**src/rtl/hybrid_pkg.sv**
```systemverilog
// rtl/hybrid_pkg.sv - shared state encoding and default timing constants for the hybrid controller
package hybrid_pkg;

    localparam int DEAD_TIME_DEF = 50;
    localparam int MIN_ON_DEF    = 100;
    localparam int CNT_W_DEF     = 16;

    typedef enum logic [2:0] {
        OFF     = 3'd0,
        DT_TO_H = 3'd1,
        H_ON    = 3'd2,
        DT_TO_L = 3'd3,
        L_ON    = 3'd4
    } state_e;

endpackage

```
**src/rtl/dead_time_gate_driver_if.sv**
```systemverilog
// rtl/dead_time_gate_driver_if.sv - sigma/enable inputs and gate/debug outputs of the gate driver
interface dead_time_gate_driver_if
    import hybrid_pkg::*;
#(
    parameter int CNT_W = CNT_W_DEF
);
    logic             i_enable;
    logic             i_sigma;
    logic             o_gate_H;
    logic             o_gate_L;
    logic             o_sigma_applied;
    logic [CNT_W-1:0] o_switch_count;
    logic [2:0]       o_state;

    modport master (
        output i_enable, i_sigma,
        input  o_gate_H, o_gate_L, o_sigma_applied, o_switch_count, o_state
    );

    modport slave (
        input  i_enable, i_sigma,
        output o_gate_H, o_gate_L, o_sigma_applied, o_switch_count, o_state
    );
endinterface

```
**src/rtl/sigma_sync.sv**
```systemverilog
// rtl/sigma_sync.sv - two-flop synchroniser bringing sigma in from an asynchronous source
module sigma_sync (
    input  logic i_clock,
    input  logic i_RESET,
    input  logic sigma_i,
    output logic sigma_o
);
    logic meta_q;
    logic sync_q;

    always_ff @(posedge i_clock) begin
        if (!i_RESET) begin
            meta_q <= 1'b0;
            sync_q <= 1'b0;
        end else begin
            meta_q <= sigma_i;
            sync_q <= meta_q;
        end
    end

    assign sigma_o = sync_q;
endmodule

```
**src/rtl/dead_time_gate_driver.sv**
```systemverilog
// rtl/dead_time_gate_driver.sv - complementary gate driver with dead time and minimum on-time
// Optional: define SIGMA_SYNC_EN to pass i_sigma through a two-flop synchroniser first.
module dead_time_gate_driver
    import hybrid_pkg::*;
#(
    parameter int DEAD_TIME = DEAD_TIME_DEF,
    parameter int MIN_ON    = MIN_ON_DEF,
    parameter int CNT_W     = CNT_W_DEF
) (
    input  logic                    i_clock,
    input  logic                    i_RESET,
    dead_time_gate_driver_if.slave  bus
);
    if (DEAD_TIME < 1) begin : g_bad_dead_time
        $error("DEAD_TIME must be >= 1");
    end
    if (MIN_ON < 1) begin : g_bad_min_on
        $error("MIN_ON must be >= 1");
    end
    if (((64'd1 << CNT_W) <= 64'(DEAD_TIME)) || ((64'd1 << CNT_W) <= 64'(MIN_ON))) begin : g_bad_cnt_w
        $error("CNT_W too narrow for DEAD_TIME/MIN_ON");
    end

    localparam logic [CNT_W-1:0] DT_LAST = CNT_W'(DEAD_TIME - 1);
    localparam logic [CNT_W-1:0] ON_LAST = CNT_W'(MIN_ON - 1);
    localparam logic [CNT_W-1:0] CNT_ONE = CNT_W'(1);

    logic sigma_s;

`ifdef SIGMA_SYNC_EN
    sigma_sync u_sigma_sync (
        .i_clock (i_clock),
        .i_RESET (i_RESET),
        .sigma_i (bus.i_sigma),
        .sigma_o (sigma_s)
    );
`else
    assign sigma_s = bus.i_sigma;
`endif

    state_e           state_q;
    logic [CNT_W-1:0] timer_q;
    logic [CNT_W-1:0] count_q;
    logic             gate_h_q;
    logic             gate_l_q;
    logic             applied_q;

    // Gates are only ever set on entry to an ON state and cleared on leaving it,
    // so both-high cannot occur even transiently.
    always_ff @(posedge i_clock) begin
        if (!i_RESET) begin
            state_q   <= OFF;
            timer_q   <= '0;
            count_q   <= '0;
            gate_h_q  <= 1'b0;
            gate_l_q  <= 1'b0;
            applied_q <= 1'b0;
        end else if (!bus.i_enable) begin
            state_q  <= OFF;
            timer_q  <= '0;
            gate_h_q <= 1'b0;
            gate_l_q <= 1'b0;
        end else begin
            case (state_q)
                OFF: begin
                    state_q  <= sigma_s ? DT_TO_H : DT_TO_L;
                    timer_q  <= '0;
                    gate_h_q <= 1'b0;
                    gate_l_q <= 1'b0;
                end
                DT_TO_H: begin
                    if (timer_q == DT_LAST) begin
                        state_q   <= H_ON;
                        timer_q   <= '0;
                        gate_h_q  <= 1'b1;
                        applied_q <= 1'b1;
                        count_q   <= count_q + CNT_ONE;
                    end else begin
                        timer_q <= timer_q + CNT_ONE;
                    end
                end
                DT_TO_L: begin
                    if (timer_q == DT_LAST) begin
                        state_q   <= L_ON;
                        timer_q   <= '0;
                        gate_l_q  <= 1'b1;
                        applied_q <= 1'b0;
                        count_q   <= count_q + CNT_ONE;
                    end else begin
                        timer_q <= timer_q + CNT_ONE;
                    end
                end
                // A request before MIN_ON is not latched; it simply wins once the timer saturates.
                H_ON: begin
                    if (!sigma_s && timer_q == ON_LAST) begin
                        state_q  <= DT_TO_L;
                        timer_q  <= '0;
                        gate_h_q <= 1'b0;
                    end else if (timer_q != ON_LAST) begin
                        timer_q <= timer_q + CNT_ONE;
                    end
                end
                L_ON: begin
                    if (sigma_s && timer_q == ON_LAST) begin
                        state_q  <= DT_TO_H;
                        timer_q  <= '0;
                        gate_l_q <= 1'b0;
                    end else if (timer_q != ON_LAST) begin
                        timer_q <= timer_q + CNT_ONE;
                    end
                end
                default: begin
                    state_q  <= OFF;
                    timer_q  <= '0;
                    gate_h_q <= 1'b0;
                    gate_l_q <= 1'b0;
                end
            endcase
        end
    end

    assign bus.o_gate_H        = gate_h_q;
    assign bus.o_gate_L        = gate_l_q;
    assign bus.o_sigma_applied = applied_q;
    assign bus.o_switch_count  = count_q;
    assign bus.o_state         = state_q;
endmodule

```
**src/flat_wrapper.sv**
```systemverilog
// flat-port wrapper written by rule: the top's interface ports become plain ports
module dead_time_gate_driver_flat import hybrid_pkg::*;
#(
    parameter int DEAD_TIME = DEAD_TIME_DEF,
    parameter int MIN_ON    = MIN_ON_DEF,
    parameter int CNT_W     = CNT_W_DEF
)
  (i_clock, i_RESET, bus_i_enable, bus_i_sigma, bus_o_gate_H, bus_o_gate_L, bus_o_sigma_applied, bus_o_switch_count, bus_o_state);
  dead_time_gate_driver_if #(.CNT_W(CNT_W)) bus_i ();
  input  logic i_clock;
  input  logic i_RESET;
  input wire logic [$bits(bus_i.i_enable)-1:0] bus_i_enable;
  input wire logic [$bits(bus_i.i_sigma)-1:0] bus_i_sigma;
  output wire logic [$bits(bus_i.o_gate_H)-1:0] bus_o_gate_H;
  output wire logic [$bits(bus_i.o_gate_L)-1:0] bus_o_gate_L;
  output wire logic [$bits(bus_i.o_sigma_applied)-1:0] bus_o_sigma_applied;
  output wire logic [$bits(bus_i.o_switch_count)-1:0] bus_o_switch_count;
  output wire logic [$bits(bus_i.o_state)-1:0] bus_o_state;
  assign bus_i.i_enable = bus_i_enable;
  assign bus_i.i_sigma = bus_i_sigma;
  assign bus_o_gate_H = bus_i.o_gate_H;
  assign bus_o_gate_L = bus_i.o_gate_L;
  assign bus_o_sigma_applied = bus_i.o_sigma_applied;
  assign bus_o_switch_count = bus_i.o_switch_count;
  assign bus_o_state = bus_i.o_state;
  dead_time_gate_driver #(.DEAD_TIME(DEAD_TIME), .MIN_ON(MIN_ON), .CNT_W(CNT_W)) u_core (.i_clock(i_clock), .i_RESET(i_RESET), .bus(bus_i));
endmodule
```
**config.mk**
```make
export PLATFORM = sky130hd
export DESIGN_NAME = dead_time_gate_driver_flat
export DESIGN_NICKNAME = d
export VERILOG_FILES = /design/src/rtl/hybrid_pkg.sv /design/src/rtl/dead_time_gate_driver_if.sv /design/src/rtl/sigma_sync.sv /design/src/rtl/dead_time_gate_driver.sv /design/src/flat_wrapper.sv
export SDC_FILE = /design/constraint.sdc
export NUM_CORES = 1
export LEC_CHECK = 0
export CELL_PAD_IN_SITES_DETAIL_PLACEMENT = 1
export CELL_PAD_IN_SITES_GLOBAL_PLACEMENT = 1
export CORE_MARGIN = 2
export CORE_UTILIZATION = 41
export DETAILED_ROUTE_END_ITERATION = 6
export PLACE_DENSITY_LB_ADDON = 0.1
export RECOVER_POWER = 100
export SYNTH_ARGS = -nofsm -noshare
export SYNTH_HDL_FRONTEND = slang
export SYNTH_HIERARCHICAL = 1
export SYNTH_SLANG_ARGS = --single-unit
```
**constraint.sdc**
```tcl
create_clock -name i_clock -period 2.45 [get_ports i_clock]
set_clock_uncertainty 0.15 [all_clocks]
set_input_delay 0.49 -clock i_clock [delete_from_list [all_inputs] [get_ports i_clock]]
set_output_delay 0.49 -clock i_clock [all_outputs]
set_load 0.02 [all_outputs]
```
==> results of run 1 <==
## sequential cells by signal, indices dropped and copies added (netlist names)
name	flops
u_core/bus.o_gate_H	1
u_core/bus.o_gate_L	1
u_core/bus.o_sigma_applied	1
u_core/bus.o_state	3
u_core/bus.o_switch_count	16
u_core/timer_q	16
## layer usage
layer	wire [µm]	share of wire	up-vias
li1	-	-	992
met1	2710	0.48	950
met2	2650	0.47	25
met3	126	0.023	12
met4	110	0.020	0
met5	0	0	-
## layout make-up
type | count | area (µm²)
Clock buffer | 6 | 82.6
Clock inverter | 2 | 60.1
Fill cell | 561 | 2110
Inverter | 3 | 11.3
Multi-Input combinational cell | 179 | 1160
Sequential cell | 38 | 761
Tap cell | 67 | 83.8
Timing Repair Buffer | 50 | 447
## power by group
part | total (mW) | leakage, nW | internal [mW] | switching (mW)
Clock | 0.666 | 0.0714 | 0.434 | 0.232
Combinational | 0.0727 | 0.529 | 0.0289 | 0.0438
Sequential | 0.625 | 0.306 | 0.620 | 0.00485
Total | 1.36 | 0.907 | 1.08 | 0.280
## how the worst min path moves through the flow
stage	startpoint	endpoint	slack (ns)
final	u_core/bus.o_sigma_applied	u_core/bus.o_sigma_applied	0.33
after global routing	u_core/bus.o_sigma_applied	u_core/bus.o_sigma_applied	0.36
after CTS	u_core/bus.o_sigma_applied	u_core/bus.o_sigma_applied	0.34
after detailed placement	u_core/bus.o_sigma_applied	u_core/bus.o_sigma_applied	0.32
after global placement	u_core/bus.o_switch_count[15]	u_core/bus.o_switch_count[15]	0.32
after floorplan	u_core/timer_q[15]	u_core/timer_q[15]	0.32
## placed cells by master, fill, tap and decap left out, types with 8 or more instances in the layout
cell	netlist	final
nand3_1	15	15
buf_4	0	22
or3_1	9	8
dfxtp_1	38	38
nand4_1	12	12
or4_1	15	14
o21ai_0	10	10
a21oi_1	22	22
nand2_1	12	12
dlygate4sd3_1	0	22
o31ai_1	13	13
xor2_1	9	9
nor3_1	10	10
## per-stage QoR
| stage | power [mW] | TNS [ns] | cells | instance area [µm²] | hold slack, ns |
|---|---|---|---|---|---|
| floorplan | 0.673 | 0 | 237 | 2000 | 0.318 |
| global placement | 0.709 | 0 | 337 | 2460 | 0.316 |
| detailed placement | 0.711 | -0.128 | 337 | 2460 | 0.324 |
| CTS | 1.38 | 0 | 345 | 2600 | 0.335 |
| global route | 1.42 | 0 | 345 | 2610 | 0.363 |
| finish | 1.36 | 0 | 345 | 2610 | 0.327 |
## cells by family after synthesis
kind of cell,Yosys count,synth area share
AOI/OAI and AO/OA,58,0.179
xor gates and xnor gates,15,0.0658
adders and majority gates,3,0.0188
buffers and inverters,20,0.0432
DFF,38,0.381
and+or+nand+nor,103,0.313
## worst max-delay path, stage by stage, from the launching register on
cell	delay (ns)
dfxtp_1	0.33
or4_4	0.58
or3_1	0.37
buf_12	0.18
or4_1	0.51
a21oi_1	0.15
==> results.ini, run 1 <==
[logic_synthesis]
seq_area_frac_synth = 0.381
synth_cells = 237
synth.most_common_cell = dfxtp_1
synth.top_cell.area_share = 0.381
synth.avg_cell_area_um2 = 8.43
yosysUniqueCellTypes = 41
synth_edf_count = 0
ys_seq_elements = 38
ys.flop_type = dfxtp_1
syn_area_um2 = 2000
yosysWarnings = 6
async_flop_share = 0
ys_top_cells_by_count = dfxtp_1, a21oi_1, nand3_1, or4_1, o31ai_1
synth_top_area_cell = dfxtp_1
synth_nets = 244
synth_area_leaders = dfxtp_1, or4_1, a21oi_1, o31ai_1, xor2_1

[die]
io_pins = 26
initial_core_util = 0.423
die_h_um = 73.8
coreArea_um2 = 4720
die_x_um = 73.8
row_count = 25
dieArea_um2 = 5440

[worst_setup_path]
reg2reg_from = u_core/timer_q[15]
r2r_cells = 5
cp.arrival_ns = 2.43
crit_required_ns = 2.54
startpoint = u_core/timer_q[15]
ff2ff_setup_slack_ns = 0.11
cp_max_fo = 33
end_kind = flop
path_class = flop to flop
timing.rr.end = u_core/bus.o_switch_count[11]
critPathCapture = u_core/bus.o_switch_count[11]
crit_path_start_kind = flop

[power_and_ir_drop]
peakVddDrop_uv = 305
p_per_area_nw_per_um2 = 523
leakage_nw = 0.907

[route]
vias = 1979
vias_per_cell = 5.74
dr.pass1.iters = 4
drt_wl_total_um = 5600
first_iter_violations = 60
ant_nets = 0
drc = 0
wl_per_cell_um = 16.2

[global_route]
grtUsageTotal = 0.228
grt_first_pass_wirelength_um = 9520
grt_util_met1 = 0.300
grt_max_degree = 34
antenna_found_initial = 0
met2_usage = 0.370
grt_use_met3 = 0.0425
grt_pass1_vias = 1958
grt-busiest-layer = met2
grt_remaining_overflow = 0

[clock_network]
post_cts_buffers = 0
clk_pin_slew_ns = 0.08
tritoncts = yes
numCtsBuffers = 5
hold_buffers = 0
cts_root_buf = clkbuf_8
cts_resized = 0
cts_buffer_depth = 2
clkSinkCount = 38
clk-insertion-delay-late_ns = 0.30
htreeDepth = 2

[run]
drv_cap = 0

[sta]
fin_crit_ns = 2.34
rsz0062_at_grt = no
max_slew_margin = 0.631
final_hold_viol_count = 0
worst_pin_slew_ns = 0.549
setup_viol = 0
maxSlewViolCount = 0
fmax_ghz = 0.427
finalCritPeriodShare = 0.955
timing.final.ws_setup_ns = 0.111

[final_layout]
syn_to_final_growth_pct = 30.6
drive_gt1_frac = 0.137
fin_util = 0.552
nets = 284
diodes = 0

[place]
place_hpwl_um = 4020
place.gp.congestion = 0.775
dp_slack_ns = -0.0513
port_buffers = 25

[status]
status = complete, no violations

[hold_path]
hp-class = flop to flop
hold_depth = 2

Power figures use the tool's default switching activity.
==> run 2: changes to the inputs <==
--- a/config.mk
+++ b/config.mk
@@ -10,6 +10,7 @@
 export CORE_MARGIN = 2
 export CORE_UTILIZATION = 41
 export DETAILED_ROUTE_END_ITERATION = 6
+export GPL_TIMING_DRIVEN = 0
 export PLACE_DENSITY_LB_ADDON = 0.1
 export RECOVER_POWER = 100
 export SYNTH_ARGS = -nofsm -noshare
==> results.ini, run 2 (synthesized netlist as in run 1, its figures left out) <==
[global_route]
grtUsageTotal = 0.213  ; -0.0145
grt_max_degree = 12  ; -65%
antenna_found_initial = 0  ; unchanged
grt_remaining_overflow = 0  ; unchanged
grt_first_pass_wirelength_um = 8980  ; -5.7%
grt_pass1_vias = 1873  ; -4.3%

[worst_setup_path]
ff2ff_setup_slack_ns = 0.07  ; -0.04 ns
path_class = flop to flop
cp.arrival_ns = 2.45  ; +0.02 ns
crit_path_start_kind = flop
end_kind = flop
crit_required_ns = 2.52  ; -0.02 ns
cp_max_fo = 10  ; -70%

[die]
die_x_um = 73.8  ; unchanged
initial_core_util = 0.423  ; unchanged
dieArea_um2 = 5440  ; unchanged
coreArea_um2 = 4720  ; unchanged
io_pins = 26  ; unchanged
die_h_um = 73.8  ; unchanged
row_count = 25  ; unchanged

[clock_network]
clk_pin_slew_ns = 0.07  ; about the same
hold_buffers = 0  ; unchanged
cts_root_buf = clkbuf_8
tritoncts = yes
clk-insertion-delay-late_ns = 0.29  ; about the same
post_cts_buffers = 0  ; unchanged
htreeDepth = 2  ; unchanged
cts_buffer_depth = 2  ; unchanged
numCtsBuffers = 5  ; unchanged
clkSinkCount = 38  ; unchanged

[final_layout]
drive_gt1_frac = 0.112  ; -0.0252
nets = 275  ; -3.2%
ff_latch_area_um2 = 766  ; +0.66%
layout_commonest_cell = dfxtp_1
syn_to_final_growth_pct = 24.1
final_cell_mix = dfxtp_1, dlygate4sd3_1, a21oi_1
diodes = 0  ; unchanged
fin_util = 0.525  ; -0.0275
fillers = 585  ; +4.3%
multi_input_area_um2 = 1190  ; +2.7%
fin_cells = 336  ; -2.6%

[sta]
final_hold_viol_count = 0  ; unchanged
maxSlewViolCount = 0  ; unchanged
fin_crit_ns = 2.38  ; +0.0433 ns
worst_pin_slew_ns = 0.657  ; +0.108 ns
max_slew_margin = 0.558  ; -0.0726
rsz0062_at_grt = no
fmax_ghz = 0.420  ; -1.8%
setup_viol = 0  ; unchanged
finalCritPeriodShare = 0.973  ; +0.0177
whs_ns = 0.327  ; -0.000351 ns

[power_and_ir_drop]
finalPower_mw = 1.13  ; -17%
leakage_nw = 0.802  ; -12%
p_per_area_nw_per_um2 = 458  ; -12%
peakVddDrop_uv = 279  ; -8.4%

[place]
dp_cells = 329  ; -2.4%
place.gp.congestion = 0.765  ; -1.3%
place_hpwl_um = 3990  ; -0.58%
port_buffers = 25  ; unchanged

[route]
wl_per_cell_um = 15.8  ; -2.5%
drt_wl_total_um = 5320  ; -5.0%
ant_nets = 0  ; unchanged
first_iter_violations = 86  ; +43%
dr.pass1.iters = 4  ; unchanged
vias_per_cell = 5.76  ; +0.40%
vias = 1935  ; -2.2%
drc = 0  ; unchanged

[hold_path]
hp-class = flop to flop

[status]
status = complete, no violations

[run]
drv_cap = 0  ; unchanged

==> run 2: timing repair <==
action / CTS / global route
pin swaps: 0 / 7
setup endpoints to repair: 10 / 14
resized for setup: 2 / 27
==> run 2: power by group <==
group / internal [mW] / switching [mW] / total [mW]
clock: 0.227 / 0.221 / 0.448
sequential: 0.619 / 0.00256 / 0.621
combinational: 0.0200 / 0.0444 / 0.0644
==> run 2: path summary, 6_finish.rpt <==
check,from,to,cells after the start
min,u_core/bus.o_sigma_applied,u_core/bus.o_sigma_applied,2
max reg2reg,u_core/timer_q[2],u_core/bus.o_switch_count[7],6
min reg2reg,u_core/bus.o_sigma_applied,u_core/bus.o_sigma_applied,2
max,u_core/timer_q[2],u_core/bus.o_switch_count[7],6
==> run 2: metrics by stage <==
step / setup WS [ns] / setup TNS (ns) / instance area, µm²
6_report: 0.0673 / 0 / 2480
5_1_grt: 0.00239 / 0 / 2480
4_1_cts: 0.00397 / 0 / 2430
3_5_place_dp: -0.273 / -2.16 / 2330
3_3_place_gp: -0.241 / -1.77 / 2330
2_1_floorplan: 0.242 / 0 / 2000
==> run 2: cell type report <==
class	instances	area share
repair buffers	25	0.101
clock inverters	1	0.00202
clock buffers	7	0.0348
plain buffers	16	0.0328
multi-input cells	179	0.482
inverters	3	0.00454
flip-flops and latches	38	0.309
well taps	67	0.0338
==> run 2: critical path, cell delays in order, from the launching register on <==
cell     delay, ns
dfxtp_4       0.37
or4_4         0.57
or3_1         0.32
buf_4         0.16
buf_6         0.13
or4_4         0.47
a21oi_1       0.14
==> run 2: layer usage <==
layer  up-vias  global-route usage  routed length [µm]
met5         -                   0                   0
met2        21               0.364                2570
met3         5              0.0288                 116
met1       933               0.277                2570
met4         0              0.0667                  61
li1        976                   -                   -
==> run 3: changes to the inputs <==
--- a/config.mk
+++ b/config.mk
@@ -5,7 +5,7 @@
 export SDC_FILE = /design/constraint.sdc
 export NUM_CORES = 1
 export LEC_CHECK = 0
-export CELL_PAD_IN_SITES_DETAIL_PLACEMENT = 1
+export CELL_PAD_IN_SITES_DETAIL_PLACEMENT = 0
 export CELL_PAD_IN_SITES_GLOBAL_PLACEMENT = 1
 export CORE_MARGIN = 2
 export CORE_UTILIZATION = 41
==> results.ini, run 3 (synthesized netlist as in run 1, its figures left out) <==
[die]
dieArea_um2 = 5440  ; unchanged
coreArea_um2 = 4720  ; unchanged
io_pins = 26  ; unchanged
initial_core_util = 0.423  ; unchanged
die_x_um = 73.8  ; unchanged
row_count = 25  ; unchanged
die_h_um = 73.8  ; unchanged

[place]
port_buffers = 25  ; unchanged
place.gp.congestion = 0.765  ; unchanged
place_hpwl_um = 3520  ; -12%

[route]
drt_wl_total_um = 4740  ; -11%
ant_nets = 0  ; unchanged
vias_per_cell = 5.69  ; -1.3%
first_iter_violations = 88  ; +2.3%
wl_per_cell_um = 14.2  ; -11%
vias = 1905  ; -1.6%
drc = 0  ; unchanged
dr.pass1.iters = 5  ; +1

[final_layout]
final_cell_mix = dfxtp_1, dlygate4sd3_1, a21oi_1
fillers = 463  ; -21%
diodes = 0  ; unchanged
nets = 275  ; unchanged
drive_gt1_frac = 0.0821  ; -0.0294
syn_to_final_growth_pct = 21.8
layout_commonest_cell = dfxtp_1

[sta]
finalCritPeriodShare = 0.964  ; -0.00871
fin_crit_ns = 2.36  ; -0.0213 ns
tns_ns = 0  ; unchanged
setup_viol = 0  ; unchanged
fmax_ghz = 0.423  ; +0.90%
worst_pin_slew_ns = 0.638  ; -0.0186 ns
maxSlewViolCount = 0  ; unchanged
max_slew_margin = 0.571  ; +0.0125
final_hold_viol_count = 0  ; unchanged

[power_and_ir_drop]
finalPower_mw = 1.09  ; -4.1%
p_per_area_nw_per_um2 = 447  ; -2.2%
peakVddDrop_uv = 293  ; +5.1%
power.share.clock = 0.370  ; -0.025
power.internal_uw = 836  ; -3.5%
comb_power_share = 0.058  ; about the same
p_sw_uw = 252  ; -6.0%
leakage_nw = 0.785  ; -2.1%
seqPwrFrac = 0.572  ; +0.024
p_sw_frac = 0.232  ; -0.00479

[clock_network]
hold_buffers = 0  ; unchanged
cts_buffer_depth = 2  ; unchanged
clkSinkCount = 38  ; unchanged
numCtsBuffers = 5  ; unchanged
clk-insertion-delay-late_ns = 0.29  ; about the same
tritoncts = yes
post_cts_buffers = 0  ; unchanged
htreeDepth = 2  ; unchanged
cts_root_buf = clkbuf_8
clk_pin_slew_ns = 0.07  ; about the same

[global_route]
grt_max_degree = 11  ; -1
antenna_found_initial = 0  ; unchanged
grt_first_pass_wirelength_um = 8030  ; -11%
grtUsageTotal = 0.189  ; -0.0244
grt_remaining_overflow = 0  ; unchanged
grt_pass1_vias = 1651  ; -12%

[worst_setup_path]
crit_required_ns = 2.52  ; about the same
path_class = flop to flop
crit_path_start_kind = flop
critical_path.cell_chain = or4_4 -> or3_1 -> buf_2 -> buf_6 -> or4_1 -> a21oi_2
cp_max_fo = 10  ; unchanged
cp.arrival_ns = 2.43  ; -0.02 ns
cpPeakStageDelay_ns = 0.57  ; about the same
crit_family = simple AND/OR/NAND/NOR gates
crit_slowest_cell = or4_4
end_kind = flop
critical_path_buf_inv_count = 2  ; unchanged

[hold_path]
hp-class = flop to flop

[run]
drv_cap = 0  ; unchanged

[status]
status = complete, no violations

run 3: path summary, 6_finish.rpt:
| check | startpoint | end | slack [ns] | cells past startpoint |
|---|---|---|---|---|
| min | u_core/bus.o_switch_count[15] | u_core/bus.o_switch_count[15] | 0.33 | 2 |
| max | u_core/timer_q[15] | u_core/bus.o_switch_count[9] | 0.09 | 6 |
| min reg2reg | u_core/bus.o_switch_count[15] | u_core/bus.o_switch_count[15] | 0.33 | 2 |
| max reg2reg | u_core/timer_q[15] | u_core/bus.o_switch_count[9] | 0.09 | 6 |
run 3: worst reg2reg max path: stages, from the launching register on:
cell and delay (ns):
dfxtp_1 0.33, or4_4 0.57, or3_1 0.32, buf_2 0.16, buf_6 0.14, or4_1 0.49, a21oi_2 0.14
run 3: per-layer routing:
| metal | vias to the layer above | part of all wire | global-route usage |
|---|---|---|---|
| met4 | 0 | 0.0084 | 0.0485 |
| li1 | 974 | - | - |
| met3 | 4 | 0.028 | 0.0412 |
| met2 | 32 | 0.45 | 0.293 |
| met1 | 895 | 0.51 | 0.265 |
| met5 | - | 0 | 0 |
run 3: power by group through the flow:
stage	combinational [mW]	sequential (mW)	clock, mW
floorplan	0.0345	0.639	0
global placement	0.0607	0.637	0
detailed placement	0.0607	0.637	0
CTS	0.0617	0.622	0.420
global route	0.0686	0.623	0.450
finish	0.0627	0.623	0.403
run 3: area by class of cell:
| class | count | area [µm²] | share of cell area |
|---|---|---|---|
| Inverter | 3 | 11.3 | 0.00463 |
| Buffer | 16 | 78.8 | 0.0324 |
| Timing Repair Buffer | 25 | 250 | 0.103 |
| Sequential cell | 38 | 763 | 0.314 |
| Multi-Input combinational cell | 179 | 1170 | 0.480 |
| Clock buffer | 7 | 76.3 | 0.0314 |
| Tap cell | 67 | 83.8 | 0.0345 |
run 3: what timing repair did:
action	4_1_cts	5_1_grt
endpoints found under the setup margin	10	24
resized for setup	1	17
pin swaps	0	1
run 3: stage by stage:
stage / instances / worst slack (ns) / utilization / hold WS (ns) / area [µm²]
4_1_cts: 336 / 0.0195 / 0.511 / 0.337 / 2410
5_1_grt: 335 / -0.00201 / 0.515 / 0.367 / 2430
6_report: 335 / 0.0887 / 0.515 / 0.327 / 2430
3_3_place_gp: 329 / -0.241 / 0.494 / 0.314 / 2330
3_5_place_dp: 329 / -0.231 / 0.494 / 0.325 / 2330
2_1_floorplan: 237 / 0.242 / - / 0.318 / 2000
